<file path="config.mk">
export PLATFORM = sky130hd
export DESIGN_NAME = dmem_arbiter_flat
export DESIGN_NICKNAME = d
export VERILOG_FILES = /design/src/rtl/dmem_pkg.sv /design/src/rtl/dmem_arbiter_if.sv /design/src/rtl/dmem_arbiter_rr_picker.sv /design/src/rtl/dmem_arbiter.sv /design/src/flat_wrapper.sv
export SDC_FILE = /design/constraint.sdc
export NUM_CORES = 1
export LEC_CHECK = 0
export CAP_MARGIN = 10
export CORE_UTILIZATION = 44
export DETAILED_ROUTE_END_ITERATION = 10
export GPL_TIMING_DRIVEN = 1
export HOLD_SLACK_MARGIN = 0.1
export MAX_ROUTING_LAYER = met4
export PLACE_DENSITY = 0.91
export SETUP_SLACK_MARGIN = 0.2
export SYNTH_ARGS = -nofsm -noshare
export SYNTH_HDL_FRONTEND = slang
export SYNTH_SLANG_ARGS = --single-unit
</file>
<file path="constraint.sdc">
create_clock -name clk -period 2.33 [get_ports clk]
set_clock_uncertainty 0.05 [all_clocks]
set_input_delay 0.466 -clock clk [delete_from_list [all_inputs] [get_ports clk]]
set_output_delay 0.466 -clock clk [all_outputs]
set_load 0.01 [all_outputs]
</file>
<file path="src/rtl/dmem_pkg.sv">
// Shared types and constants for the data-memory arbiter slice.
// Mask codes follow the load/store funct3 size/sign encoding.
package dmem_pkg;

  typedef enum logic [1:0] {
    IDLE   = 2'd0,
    ACCESS = 2'd1,
    RESP   = 2'd2
  } arb_state_e;

  localparam logic [2:0] MASK_B  = 3'b000;
  localparam logic [2:0] MASK_H  = 3'b001;
  localparam logic [2:0] MASK_W  = 3'b010;
  localparam logic [2:0] MASK_BU = 3'b100;
  localparam logic [2:0] MASK_HU = 3'b101;

  // Index width for n requesters, never narrower than one bit.
  function automatic int unsigned idx_w(input int unsigned n);
    return (n > 1) ? $clog2(n) : 1;
  endfunction

endpackage

</file>
<file path="src/rtl/dmem_arbiter_if.sv">
// Requester-side and memory-side signal bundle of the data-memory arbiter.
// The slave modport is the arbiter's view; master is the surrounding system.
interface dmem_arbiter_if #(
  parameter int N_REQ  = 2,
  parameter int ADDR_W = 32,
  parameter int DATA_W = 32
);

  logic [N_REQ-1:0]        req;
  logic [N_REQ-1:0]        req_wr;
  logic [N_REQ*ADDR_W-1:0] req_addr;
  logic [N_REQ*DATA_W-1:0] req_wdata;
  logic [N_REQ*3-1:0]      req_mask;
  logic [N_REQ-1:0]        ack;
  logic [DATA_W-1:0]       rdata;
  logic                    busy;

  logic [ADDR_W-1:0]       mem_addr;
  logic [DATA_W-1:0]       mem_wdata;
  logic [2:0]              mem_mask;
  logic                    mem_wr_en;
  logic                    mem_rd_en;
  logic [DATA_W-1:0]       mem_rdata;

  modport slave (
    input  req, req_wr, req_addr, req_wdata, req_mask, mem_rdata,
    output ack, rdata, busy, mem_addr, mem_wdata, mem_mask, mem_wr_en, mem_rd_en
  );

  modport master (
    output req, req_wr, req_addr, req_wdata, req_mask, mem_rdata,
    input  ack, rdata, busy, mem_addr, mem_wdata, mem_mask, mem_wr_en, mem_rd_en
  );

endinterface

</file>
<file path="src/rtl/dmem_arbiter_rr_picker.sv">
// Combinational round-robin picker: first set request at or after ptr,
// wrapping from N-1 back to 0. Returns one-hot grant and its index.
module rr_picker
  import dmem_pkg::*;
#(
  parameter int N  = 2,
  parameter int IW = idx_w(N)
) (
  input  logic [N-1:0]  req,
  input  logic [IW-1:0] ptr,
  output logic [N-1:0]  gnt,
  output logic [IW-1:0] idx
);

  logic found;
  int   cand;

  always_comb begin
    gnt   = '0;
    idx   = '0;
    found = 1'b0;
    cand  = 0;
    for (int k = 0; k < N; k++) begin
      cand = int'(ptr) + k;
      if (cand >= N) begin
        cand = cand - N;
      end
      if (!found && req[cand]) begin
        found     = 1'b1;
        idx       = IW'(cand);
        gnt[cand] = 1'b1;
      end
    end
  end

endmodule

</file>
<file path="src/rtl/dmem_arbiter.sv">
// Round-robin sequencer sharing one single-port data memory among N_REQ requesters:
// IDLE picks and latches a winner, ACCESS drives the memory for a full clock, RESP acks.
module dmem_arbiter
  import dmem_pkg::*;
#(
  parameter int N_REQ  = 2,
  parameter int ADDR_W = 32,
  parameter int DATA_W = 32
) (
  input  logic           clk,
  input  logic           reset_n,
  dmem_arbiter_if.slave  bus
);

  localparam int IW = idx_w(N_REQ);

  logic [ADDR_W-1:0] addr_arr  [N_REQ];
  logic [DATA_W-1:0] wdata_arr [N_REQ];
  logic [2:0]        mask_arr  [N_REQ];

  genvar gi;
  generate
    for (gi = 0; gi < N_REQ; gi++) begin : g_unpack
      assign addr_arr[gi]  = bus.req_addr[gi*ADDR_W +: ADDR_W];
      assign wdata_arr[gi] = bus.req_wdata[gi*DATA_W +: DATA_W];
      assign mask_arr[gi]  = bus.req_mask[gi*3 +: 3];
    end
  endgenerate

  arb_state_e        state_q, state_d;
  logic [IW-1:0]     ptr_q, ptr_d;
  logic [IW-1:0]     idx_q, idx_d;
  logic [N_REQ-1:0]  gnt_q, gnt_d;
  logic              wr_q, wr_d;
  logic [ADDR_W-1:0] addr_q, addr_d;
  logic [DATA_W-1:0] wdata_q, wdata_d;
  logic [2:0]        mask_q, mask_d;
  logic [DATA_W-1:0] rdata_q, rdata_d;

  logic [N_REQ-1:0]  pick_gnt;
  logic [IW-1:0]     pick_idx;

  rr_picker #(
    .N  (N_REQ),
    .IW (IW)
  ) u_picker (
    .req (bus.req),
    .ptr (ptr_q),
    .gnt (pick_gnt),
    .idx (pick_idx)
  );

  always_ff @(posedge clk or negedge reset_n) begin
    if (!reset_n) begin
      state_q <= IDLE;
      ptr_q   <= '0;
      idx_q   <= '0;
      gnt_q   <= '0;
      wr_q    <= 1'b0;
      addr_q  <= '0;
      wdata_q <= '0;
      mask_q  <= '0;
      rdata_q <= '0;
    end else begin
      state_q <= state_d;
      ptr_q   <= ptr_d;
      idx_q   <= idx_d;
      gnt_q   <= gnt_d;
      wr_q    <= wr_d;
      addr_q  <= addr_d;
      wdata_q <= wdata_d;
      mask_q  <= mask_d;
      rdata_q <= rdata_d;
    end
  end

  // Request fields are captured in IDLE so a requester dropping req later cannot cancel.
  always_comb begin
    state_d = state_q;
    ptr_d   = ptr_q;
    idx_d   = idx_q;
    gnt_d   = gnt_q;
    wr_d    = wr_q;
    addr_d  = addr_q;
    wdata_d = wdata_q;
    mask_d  = mask_q;
    rdata_d = rdata_q;
    case (state_q)
      IDLE: begin
        if (|bus.req) begin
          idx_d   = pick_idx;
          gnt_d   = pick_gnt;
          wr_d    = bus.req_wr[pick_idx];
          addr_d  = addr_arr[pick_idx];
          wdata_d = wdata_arr[pick_idx];
          mask_d  = mask_arr[pick_idx];
          state_d = ACCESS;
        end
      end
      ACCESS: begin
        rdata_d = wr_q ? '0 : bus.mem_rdata;
        ptr_d   = (idx_q == IW'(N_REQ - 1)) ? '0 : idx_q + 1'b1;
        state_d = RESP;
      end
      RESP: begin
        state_d = IDLE;
      end
      default: begin
        state_d = IDLE;
      end
    endcase
  end

  // Memory controls decode straight from state so an async reset drops them at once.
  always_comb begin
    bus.ack       = '0;
    bus.busy      = (state_q != IDLE);
    bus.mem_addr  = '0;
    bus.mem_wdata = '0;
    bus.mem_mask  = '0;
    bus.mem_wr_en = 1'b0;
    bus.mem_rd_en = 1'b0;
    case (state_q)
      ACCESS: begin
        bus.mem_addr  = addr_q;
        bus.mem_wdata = wdata_q;
        bus.mem_mask  = mask_q;
        bus.mem_wr_en = wr_q;
        bus.mem_rd_en = !wr_q;
      end
      RESP: begin
        bus.ack = gnt_q;
      end
      default: ;
    endcase
  end

  assign bus.rdata = rdata_q;

endmodule

</file>
<file path="src/flat_wrapper.sv">
// flat-port wrapper written by rule: the top's interface ports become plain ports
module dmem_arbiter_flat import dmem_pkg::*;
#(
  parameter int N_REQ  = 2,
  parameter int ADDR_W = 32,
  parameter int DATA_W = 32
)
  (clk, reset_n, bus_req, bus_req_wr, bus_req_addr, bus_req_wdata, bus_req_mask, bus_mem_rdata, bus_ack, bus_rdata, bus_busy, bus_mem_addr, bus_mem_wdata, bus_mem_mask, bus_mem_wr_en, bus_mem_rd_en);
  dmem_arbiter_if #(.N_REQ(N_REQ), .ADDR_W(ADDR_W), .DATA_W(DATA_W)) bus_i ();
  input  logic clk;
  input  logic reset_n;
  input wire logic [$bits(bus_i.req)-1:0] bus_req;
  input wire logic [$bits(bus_i.req_wr)-1:0] bus_req_wr;
  input wire logic [$bits(bus_i.req_addr)-1:0] bus_req_addr;
  input wire logic [$bits(bus_i.req_wdata)-1:0] bus_req_wdata;
  input wire logic [$bits(bus_i.req_mask)-1:0] bus_req_mask;
  input wire logic [$bits(bus_i.mem_rdata)-1:0] bus_mem_rdata;
  output wire logic [$bits(bus_i.ack)-1:0] bus_ack;
  output wire logic [$bits(bus_i.rdata)-1:0] bus_rdata;
  output wire logic [$bits(bus_i.busy)-1:0] bus_busy;
  output wire logic [$bits(bus_i.mem_addr)-1:0] bus_mem_addr;
  output wire logic [$bits(bus_i.mem_wdata)-1:0] bus_mem_wdata;
  output wire logic [$bits(bus_i.mem_mask)-1:0] bus_mem_mask;
  output wire logic [$bits(bus_i.mem_wr_en)-1:0] bus_mem_wr_en;
  output wire logic [$bits(bus_i.mem_rd_en)-1:0] bus_mem_rd_en;
  assign bus_i.req = bus_req;
  assign bus_i.req_wr = bus_req_wr;
  assign bus_i.req_addr = bus_req_addr;
  assign bus_i.req_wdata = bus_req_wdata;
  assign bus_i.req_mask = bus_req_mask;
  assign bus_i.mem_rdata = bus_mem_rdata;
  assign bus_ack = bus_i.ack;
  assign bus_rdata = bus_i.rdata;
  assign bus_busy = bus_i.busy;
  assign bus_mem_addr = bus_i.mem_addr;
  assign bus_mem_wdata = bus_i.mem_wdata;
  assign bus_mem_mask = bus_i.mem_mask;
  assign bus_mem_wr_en = bus_i.mem_wr_en;
  assign bus_mem_rd_en = bus_i.mem_rd_en;
  dmem_arbiter #(.N_REQ(N_REQ), .ADDR_W(ADDR_W), .DATA_W(DATA_W)) u_core (.clk(clk), .reset_n(reset_n), .bus(bus_i));
endmodule
</file>
==> flow_summary.json, run 1 <==
{
  "synth_cell_types": 25,
  "drt_iter0_markers": 524,
  "synthCells": 630,
  "antenna_found_initial": 0,
  "cts_tree": "yes",
  "path_clk_slew_ps": 70,
  "rr_startpoint": "u_core.state_q[0]",
  "cts_buffers": 9,
  "yosysWarnings": 0,
  "root_buffer": "clkbuf_16",
  "startpoint_type": "flip-flop",
  "yosysSeqAreaShare_pct": 48.5,
  "clk_path_buf_depth": 2,
  "setup_viol": 0,
  "yosys.area.top_type": "dfrtp_1",
  "maxCapViolations": 0,
  "synthMuxAreaShare_pct": 0,
  "p_leak_uw": 0.00374,
  "die-area_mm2": 0.0129,
  "synth_nets": 802,
  "synth-compound-area-share_pct": 20.9,
  "grtUsageTotal_pct": 31.6,
  "drc": 0,
  "hold_viol_final": 0,
  "p_per_area_mw_per_mm2": 1210,
  "fmax_ghz": 0.456,
  "min_from": "u_core.bus.rdata[22]",
  "hold_class": "reg2reg",
  "synth_simple_gate_area_share_pct": 24.2,
  "synth.most_common_cell": "dfrtp_1",
  "ioPinCount": 276,
  "synth_area_mm2": 0.00547,
  "r2r_slack_ps": 390,
  "synth_top_family_by_area": "simple AND/OR/NAND/NOR gates",
  "drv_slew": 0,
  "synthXorXnorAreaFrac_pct": 0,
  "vias": 5935,
  "ir_drop_mv": 0.595,
  "clkSinkCount": 106,
  "hold-path-cell-count": 2,
  "wire_per_inst_um": 18.6,
  "synthAdderAreaFrac_pct": 0,
  "layout-drive-gt1-share_pct": 12.7,
  "rows": 40,
  "ys.flop_type": "dfrtp_1",
  "cts-htree-levels": 3,
  "synth_edf_count": 0,
  "path_class": "reg2out",
  "synthArstFlopShare_pct": 100,
  "finalWorstPathRequiredPeriod_ps": 2190,
  "cp.arrival_ps": 1680,
  "grt_pass1_wl_mm": 30.6,
  "ys_ff_latch": 106,
  "port_buffers": 275,
  "period_share_pct": 94.1,
  "synth_top_area_share_pct": 48.5,
  "path_max_fanout": 14,
  "grt_overflow": 0,
  "reg2reg_to": "u_core.wdata_q[7]",
  "vias_per_cell": 5.64,
  "initial_utilization_pct": 45.3,
  "syn_area_per_cell_um2": 8.68,
  "whs_ps": 415,
  "place.gp.congestion": 0.874,
  "relSlewSlack_pct": 54.8,
  "holdPathEnd": "u_core.bus.rdata[22]",
  "nets": 1053,
  "worst-endpoint-required_ps": 1810,
  "insertion_delay_ps": 350,
  "die_w_um": 113,
  "grt_max_degree": 62,
  "worstMarginPinSlew_ps": 679,
  "final_antenna_net_count": 0,
  "dp_hpwl_mm": 12.8,
  "antenna_cells": 0,
  "core_mm2": 0.0121,
  "synth_commonest_cells": "dfrtp_1, a21oi_1, a31oi_1, and2_1, nand3_1",
  "rsz0062_at_grt": "yes",
  "die_h_um": 113,
  "grt_pass1_vias": 5960,
  "area_growth_pct": 58.9,
  "wl_mm": 19.6,
  "status": "complete, no violations",
  "r2r_cells": 7,
  "dr.pass1.iters": 5,
  "worstSetupEndpointType": "output pin",
  "setup_tns_ps": 0,
  "ys_top_cells_by_area": "dfrtp_1, a31oi_1, and2_1"
}
## area by class of cell
cell class              instances  area, µm²
flip-flops and latches        106       2650
fillers                       921       3370
inverters                       4       22.5
repair buffers                310       3050
well taps                     168        210
clock inverters                 2       12.5
multi-input cells             450       2480
clock buffers                  13        260
## cells in the final DEF, fill, tap and decap left out, types with 2 or more instances in the layout
| cell | instances |
|---|---|
| o21ai_0 | 67 |
| clkdlybuf4s50_1 | 202 |
| buf_2 | 17 |
| clkbuf_2 | 21 |
| a31oi_1 | 68 |
| inv_2 | 2 |
| clkdlybuf4s15_2 | 14 |
| bufbuf_16 | 2 |
| nand3b_1 | 32 |
| and3b_1 | 2 |
| a21oi_1 | 68 |
| dfrtp_1 | 105 |
| dlymetal6s2s_1 | 2 |
| clkbuf_8 | 2 |
| clkbuf_1 | 2 |
| o21ai_1 | 2 |
| buf_12 | 7 |
| a32o_1 | 2 |
| clkbuf_16 | 12 |
| clkdlybuf4s15_1 | 3 |
| nand3_1 | 68 |
| dlygate4sd2_1 | 14 |
| nand2_1 | 65 |
| and2_1 | 67 |
| buf_4 | 21 |
## critical path, cell delays in order, from the launching register on
cell and delay (ps):
dfrtp_1 380, nand2b_4 180, inv_8 90, bufbuf_16 280
and2_1 140, clkdlybuf4s15_1 250
## cells by family after synthesis
group	Yosys count
simple gates	242
buf+inv	74
flops	106
compound gates	208
## registers in the layout, indices dropped and copies added, names as in the netlist
signal / count
u_core.addr_q: 32
u_core.bus.rdata: 32
u_core.gnt_q: 2
u_core.idx_q: 1
u_core.mask_q: 3
u_core.ptr_q: 1
u_core.state_q: 2
u_core.wdata_q: 32
u_core.wr_q: 1
## power by group
group,switching [µW],internal (µW),leakage [µW]
Clock,659,777,0.000132
Sequential,537,2760,0.00125
Combinational,2910,2830,0.00236
Total,4110,6360,0.00374
## per-stage QoR
step / setup WS [ps] / util [%] / std cells / instance area [µm²] / total power [µW]
2_1_floorplan: 606 / - / 630 / 5470 / 6080
3_3_place_gp: 181 / 69.0 / 1026 / 8330 / 8670
3_5_place_dp: 127 / 69.0 / 1026 / 8330 / 8830
4_1_cts: 74.9 / 72.7 / 1049 / 8770 / 10400
5_1_grt: 85.8 / 72.0 / 1053 / 8690 / 11100
6_report: 136 / 72.0 / 1053 / 8690 / 10500
## repair_timing
item,4_1_cts,5_1_grt
hold buffers,1,0
setup buffers,4,1
gates resized for setup,145,61
gates cloned,3,3
endpoints found under the setup margin,69,61
hold endpoints to repair,35,0
## metal layers
metal  global-route usage (%)  share of wire [%]
met4                     15.9                3.2
met3                     4.36                6.6
met1                     38.1                 40
met5                        -                  0
met2                     52.1                 50
## worst max path at each step
stage,start,endpoint
floorplan,u_core.state_q[1],bus_mem_addr[0]
global placement,u_core.state_q[1],bus_mem_addr[6]
detailed placement,bus_req[0],u_core.wdata_q[7]
CTS,u_core.state_q[0],bus_ack[0]
global route,u_core.state_q[1],bus_mem_addr[6]
finish,u_core.state_q[1],bus_mem_addr[6]
Note: power is estimated with default switching activity, not from simulation.
==> inputs of run 2 (changes only) <==
--- a/config.mk
+++ b/config.mk
@@ -13,6 +13,7 @@
 export MAX_ROUTING_LAYER = met4
 export PLACE_DENSITY = 0.91
 export SETUP_SLACK_MARGIN = 0.2
+export SKIP_CTS_REPAIR_TIMING = 1
 export SYNTH_ARGS = -nofsm -noshare
 export SYNTH_HDL_FRONTEND = slang
 export SYNTH_SLANG_ARGS = --single-unit
==> run 2 against run 1 <==
Compared with the run above:
- register-to-register slack worse by 20 ps
- worst setup slack better by 53 ps
- hold slack about the same
- power down 0.84%
- non-clock buffer count down 6
- via count up 0.72%
- final cell count down 0.57%
- die area unchanged
- first-iteration DRC count up 4.2%
- cell area up 1.9%
- maximum frequency up 2.5%
- wire length down 0.18%
==> flow_summary.json, run 2 (synthesized netlist as in run 1, its figures left out) <==
{
  "crit_path_cell_trace": "and3b_1 > clkdlybuf4s50_1",
  "setup_tns_ps": 0,
  "period_share_pct": 91.9,
  "combPwrFrac_pct": 54.4,
  "drt_iter0_markers": 546,
  "path_buf_inv": 1,
  "die-area_mm2": 0.0129,
  "fin_total_pwr_uw": 10400,
  "rows": 40,
  "die_w_um": 113,
  "dr.pass1.iters": 5,
  "dp_hpwl_mm": 12.8,
  "layout.cells.non_filler": 1047,
  "p_leak_uw": 0.00453,
  "startpoint_type": "flip-flop",
  "ioPinCount": 276,
  "cp_slowest_cell": "clkdlybuf4s50_1",
  "dp_slack_ps": 127,
  "clkSinkCount": 106,
  "worstMarginPinSlew_ps": 685,
  "nets": 1047,
  "ff_latch_area_mm2": 0.00265,
  "root_buffer": "clkbuf_16",
  "setup_viol": 0,
  "initial_utilization_pct": 45.3,
  "hold_class": "reg2reg",
  "path_class": "reg2out",
  "cts_tree": "yes",
  "grt_pass1_vias": 5828,
  "worst_slack_ps": 190,
  "grtUsageTotal_pct": 30.5,
  "finalWorstPathRequiredPeriod_ps": 2140,
  "vias_per_cell": 5.71,
  "drc": 0,
  "p_per_area_mw_per_mm2": 1170,
  "relSlewSlack_pct": 54.3,
  "cts_buffers": 9,
  "die_h_um": 113,
  "grt_pass1_wl_mm": 29.7,
  "layout-drive-gt1-share_pct": 6.60,
  "antenna_cells": 0,
  "wire_per_inst_um": 18.7,
  "final_area_mm2": 0.00885,
  "path_clk_slew_ps": 70,
  "clockPowerShare_pct": 13.8,
  "cts-htree-levels": 3,
  "p_sw_share_pct": 39.1,
  "maxCapViolations": 0,
  "drv_slew": 0,
  "worstSetupEndpointType": "output pin",
  "dp.cells": 1026,
  "final_cell_mix": "clkdlybuf4s50_1, dfrtp_1",
  "multi_input_area_mm2": 0.00248,
  "area_growth_pct": 62.0,
  "path_max_fanout": 4,
  "status": "complete, no violations",
  "port_buffers": 275,
  "intPower_uw": 6320,
  "clk_path_buf_depth": 2,
  "fmax_ghz": 0.467,
  "placed_area_mm2": 0.00833,
  "final_antenna_net_count": 0,
  "core_mm2": 0.0121,
  "cp.arrival_ps": 1620,
  "rsz0062_at_grt": "yes",
  "p_sw_uw": 4060,
  "antenna_found_initial": 0,
  "wl_mm": 19.6,
  "seqPwrFrac_pct": 31.8,
  "worst-endpoint-required_ps": 1810,
  "hold_viol_final": 0,
  "grt_overflow": 0,
  "critical-path-top-delay-family": "buffers and inverters",
  "grt_max_degree": 62,
  "max_stage_delay_ps": 590,
  "vias": 5978,
  "ir_drop_mv": 0.512,
  "fill_cells": 866,
  "final_common_cell": "clkdlybuf4s50_1",
  "place.gp.congestion": 0.874,
  "insertion_delay_ps": 350
}
-- run 2: cell count changes in the layout (fill, tap and decap cells not counted), moves of 3 or more --
cell,before,now
dlymetal6s2s_1,2,63
clkdlybuf4s15_1,3,0
clkbuf_2,21,6
clkdlybuf4s15_2,14,0
buf_2,17,1
dlygate4sd2_1,14,0
-- run 2: cell type report --
| cell class | count | area share, % |
|---|---|---|
| clock buffers | 13 | 2.94 |
| well taps | 168 | 2.37 |
| clock inverters | 2 | 0.141 |
| repair buffers | 304 | 36.4 |
| multi-input cells | 450 | 28.0 |
| inverters | 4 | 0.254 |
| flip-flops and latches | 106 | 30.0 |
-- run 2: per-layer routing --
layer	GRT usage, %	vias to the layer above	wire length [µm]
li1	-	2709	-
met3	4.09	39	1310
met4	16.1	0	595
met2	49.3	330	9850
met1	37.5	2900	7800
met5	-	-	0
-- run 2: power groups by stage --
stage | Combinational, µW | Clock (µW) | Sequential [µW]
5_1_grt | 6120 | 1530 | 3390
2_1_floorplan | 2830 | 0 | 3240
6_report | 5650 | 1430 | 3300
3_5_place_dp | 5530 | 0 | 3310
4_1_cts | 5540 | 1480 | 3280
3_3_place_gp | 5410 | 0 | 3260
-- run 2: worst paths after layout --
kind	startpoint	endpoint	slack, ps	cells after the start
max	u_core.state_q[0]	bus_ack[0]	190	2
max reg2reg	u_core.state_q[0]	u_core.wdata_q[7]	370	6
min	u_core.bus.rdata[22]	u_core.bus.rdata[22]	410	2
min in group asynchronous	reset_n	u_core.bus.rdata[4]	590	2
min reg2reg	u_core.bus.rdata[22]	u_core.bus.rdata[22]	410	2
max in group asynchronous	reset_n	u_core.wdata_q[6]	960	3
-- run 2: stage by stage --
stage | utilization [%] | hold slack (ps)
floorplan | - | 120
global placement | 69.0 | 398
detailed placement | 69.0 | 405
CTS | 71.3 | 44.9
global route | 73.4 | 437
finish | 73.4 | 415
-- run 2: tightest hold or removal path: cells and delay by family, from the launching register on --
kind / cells / cell delay (ps)
and+or+nand+nor: 2 / 100
DFF: 1 / 340
